$ cat config.mk
export PLATFORM = sky130hd
export DESIGN_NAME = morse_clock_divider
export DESIGN_NICKNAME = d
export VERILOG_FILES = /design/src/rtl/morse_clock_divider.sv
export SDC_FILE = /design/constraint.sdc
export NUM_CORES = 1
export LEC_CHECK = 0
export BUFFER_PORTS_ARGS = -buffer_cell sky130_fd_sc_hd__buf_2
export CAP_MARGIN = 40
export CORE_UTILIZATION = 45
export CTS_BUF_LIST = sky130_fd_sc_hd__clkbuf_8 sky130_fd_sc_hd__clkbuf_16
export DETAILED_ROUTE_END_ITERATION = 12
export PLACE_DENSITY = 0.67
export SETUP_SLACK_MARGIN = 0.5
export SLEW_MARGIN = 15
export SYNTH_ARGS = -nofsm -noshare
export SYNTH_HDL_FRONTEND = slang
export SYNTH_SLANG_ARGS = --single-unit
$ cat constraint.sdc
create_clock -name slow_clock -period 8.48 [get_ports slow_clock]
set_input_delay 0.424 -clock slow_clock [delete_from_list [all_inputs] [get_ports slow_clock]]
set_output_delay 0.424 -clock slow_clock [all_outputs]
set_load 0.01 [all_outputs]
$ cat src/rtl/morse_clock_divider.sv
// Programmable 50%-duty clock divider for the Morse LED sequencer time base.
// Produces a registered div_clk plus a one-cycle tick on each div_clk rise.
module morse_clock_divider #(
    parameter int HALF_PERIOD = 2500,
    parameter int CNT_W       = 32
) (
    input  logic             slow_clock,
    input  logic             reset,
    input  logic             en,
    input  logic             div_load,
    input  logic [CNT_W-1:0] div_value,
    output logic             div_clk,
    output logic             tick,
    output logic [CNT_W-1:0] count
);

    localparam logic [CNT_W-1:0] HALF_INIT = CNT_W'(HALF_PERIOD);
    localparam logic [CNT_W-1:0] ONE       = CNT_W'(1);

    logic [CNT_W-1:0] cnt;
    logic [CNT_W-1:0] half_reg;

    // A zero half-period would never terminate a phase, so it is clamped to 1.
    always_ff @(posedge slow_clock) begin
        if (!reset) begin
            cnt      <= '0;
            half_reg <= HALF_INIT;
            div_clk  <= 1'b0;
            tick     <= 1'b0;
        end else if (div_load) begin
            half_reg <= (div_value == '0) ? ONE : div_value;
            cnt      <= '0;
            tick     <= 1'b0;
        end else if (en) begin
            if (cnt == half_reg - ONE) begin
                cnt     <= '0;
                div_clk <= ~div_clk;
                tick    <= ~div_clk;
            end else begin
                cnt     <= cnt + ONE;
                tick    <= 1'b0;
            end
        end else begin
            tick <= 1'b0;
        end
    end

    assign count = cnt;

endmodule

==> impl_metrics.tcl <==
set metrics [dict create \
    yosysWarnings 0 \
    cp_num_buf_inv 2 \
    dpl.hpwl_mm 7.44 \
    cp-end-kind "flop" \
    syn2layout_area_growth_pct 14.3 \
    vdd_ir_drop_max_mv 0.0791 \
    die_w_um 94.2 \
    postSynthCellCount 445 \
    rsz0062_at_grt "no" \
    fmax_ghz 0.279 \
    mostFrequentLayoutCell "buf_2" \
    power.leakage_uw 0.00171 \
    async_flop_share_pct 0 \
    ys_ff_latch 66 \
    cts-root-buf "clkbuf_8" \
    finalSetupViolCount 0 \
    cts_hold_buf 0 \
    tns_ps 0 \
    start_util_pct 46.6 \
    synth_edf_count 0 \
    path_max_fanout 31 \
    vias 3512 \
    syn_area_um2 3820 \
    min_period_over_period_pct 42.3 \
    tightest_slew_ps 690 \
    numCtsBuffers 9 \
    slew_headroom_pct 53.5 \
    place_congestion 0.867 \
    drc 0 \
    outcome "finished clean" \
    synth-seq-area-share_pct 34.5 \
    avgViaCountPerCell 5.78 \
    fp.dieH_um 94.2 \
    critPathMaxStageDelay_ps 580 \
    finalCriticalPeriod_ps 3590 \
    cts.sinks 66 \
    syn_avg_cell_area_um2 8.60 \
    clock_skew_ps 8.57 \
    synth.area.top_cells "dfxtp_1, xnor2_1, xor2_1, nor3_1, a22o_1" \
    start_kind "flop" \
    core-area_um2 8220 \
    antenna_cells 0 \
    postCtsSetupBuffers 0 \
    worst_ep_required_time_ps 8680 \
    grt_util_all_layers_pct 23.5 \
    antenna_found_initial 0 \
    wl_per_cell_um 16.2 \
    die_area_um2 8870 \
    io_buffers 69 \
    overflow 0 \
    drive_gt1_share_pct 19.7 \
    h-tree-depth 3 \
    drv_slew 0 \
    grt_pass1_wl_mm 16.2 \
    crit_arrival_ps 3790 \
    ant_nets 0 \
    wirelength_mm 9.84 \
    total_power_uw 666 \
    synth_area_leader_cell "dfxtp_1" \
    n_fill_cell 794 \
    cts_tree "done" \
    clkSlewWorstSetupHoldPaths_ps 70 \
    dr.pass1.iters 4 \
    nNetsFinal 537 \
    clk_latency_ps 330 \
    grt_pass1_vias 3161 \
    clk_path_buf_depth 2 \
    utilization_pct 53.2 \
    path_delay_family "simple AND/OR/NAND/NOR gates" \
    synth_nets 483 \
    critPathSlowestCell "or4b_1" \
    mostFrequentLayoutCells "buf_2, dfxtp_1, nor3_1, xnor2_1, xor2_1" \
    worstPathCellList "inv_1 -> ha_1 -> or4b_1 -> or3_1 -> nor3b_1 -> mux2_2 -> or3b_1 -> nor4_4 -> buf_4 -> nor3_1" \
    synth_top_area_share_pct 34.5 \
    first_iter_violations 345 \
    grt_max_degree 36 \
    p_per_area_nw_per_um2 152 \
    cts_resized 0 \
    fp-row-count 33 \
    yosys_most_used_dff "dfxtp_1" \
    hp-class "in2reg" \
    hold_violations 0 \
    cap_violations 0 \
    ioPinCount 70 \
    crit_type "reg2reg" \
    whs_ps 307 \
    yosysUniqueCellTypes 59 \
]
[final cells by class]
type	instances	area, um2	area share [%]
multi-input combinational	341	2330	53.3
clock buffer	10	138	3.15
timing repair buffer	73	375	8.58
inverter	8	30.0	0.687
clock inverter	5	47.5	1.09
sequential	66	1320	30.2
tap	105	131	3.00
[kinds of logic after synthesis]
logic type / after synthesis / share of synthesized area (%)
buffers and inverters: 38 / 4.55
multiplexers: 9 / 2.39
AND/OR/NAND/NOR: 202 / 30.3
XOR/XNOR: 65 / 14.9
adder cells (fa/ha/maj): 2 / 0.654
flip-flops: 66 / 34.5
AO/OA/AOI/OAI: 63 / 12.7
[worst reg2reg max path, cell delays in order (launching register included)]
cell and delay (ps):
dfxtp_1 350, inv_1 80, ha_1 240, or4b_1 580, or3_1 490, nor3b_1 270, mux2_2 370, or3b_1 400
nor4_4 220, buf_4 360, nor3_1 100
[routing by layer]
layer / GRT usage (%) / wire length (um)
met1: 34.5 / 4990
met2: 34.5 / 4250
met3: 4.45 / 496
met4: 6.54 / 102
met5: 0 / 0
[power breakdown]
group	leakage [uW]	switching, uW	internal (uW)
clock	0.000105	115	139
sequential	0.000538	16.7	319
combinational	0.00107	40.7	34.2
[path summary, 6_finish.rpt]
| kind | end | from | cells past startpoint | slack, ps |
|---|---|---|---|---|
| hold / removal | half_reg[9]$_SDFFE_PN0P_ | div_value[9] | 3 | 310 |
| hold reg to reg | div_clk$_SDFFE_PN0P_ | div_clk$_SDFFE_PN0P_ | 2 | 510 |
| setup / recovery | count[20]$_SDFFE_PP0P_ | half_reg[0]$_SDFFE_PN0P_ | 10 | 4890 |
| setup reg to reg | count[20]$_SDFFE_PP0P_ | half_reg[0]$_SDFFE_PN0P_ | 10 | 4890 |
[Yosys cell counts, types with 9 or more instances]
| cell type | count |
|---|---|
| xnor2_1 | 34 |
| nor4_1 | 19 |
| nand3_1 | 14 |
| nand2_1 | 28 |
| nor2_1 | 25 |
| dfxtp_1 | 66 |
| nand4_1 | 18 |
| and3_1 | 9 |
| clkbuf_1 | 20 |
| nor3_1 | 46 |
| a22o_1 | 24 |
| xor2_1 | 31 |
[per-stage QoR]
stage | worst slack (ps) | cells | area (um2)
6_report | 4890 | 608 | 4370
5_1_grt | 4650 | 608 | 4370
4_1_cts | 4890 | 608 | 4370
3_5_place_dp | 4930 | 593 | 4190
3_3_place_gp | 5040 | 593 | 4190
2_1_floorplan | 5230 | 445 | 3820
(Power assumes the default switching activity.)
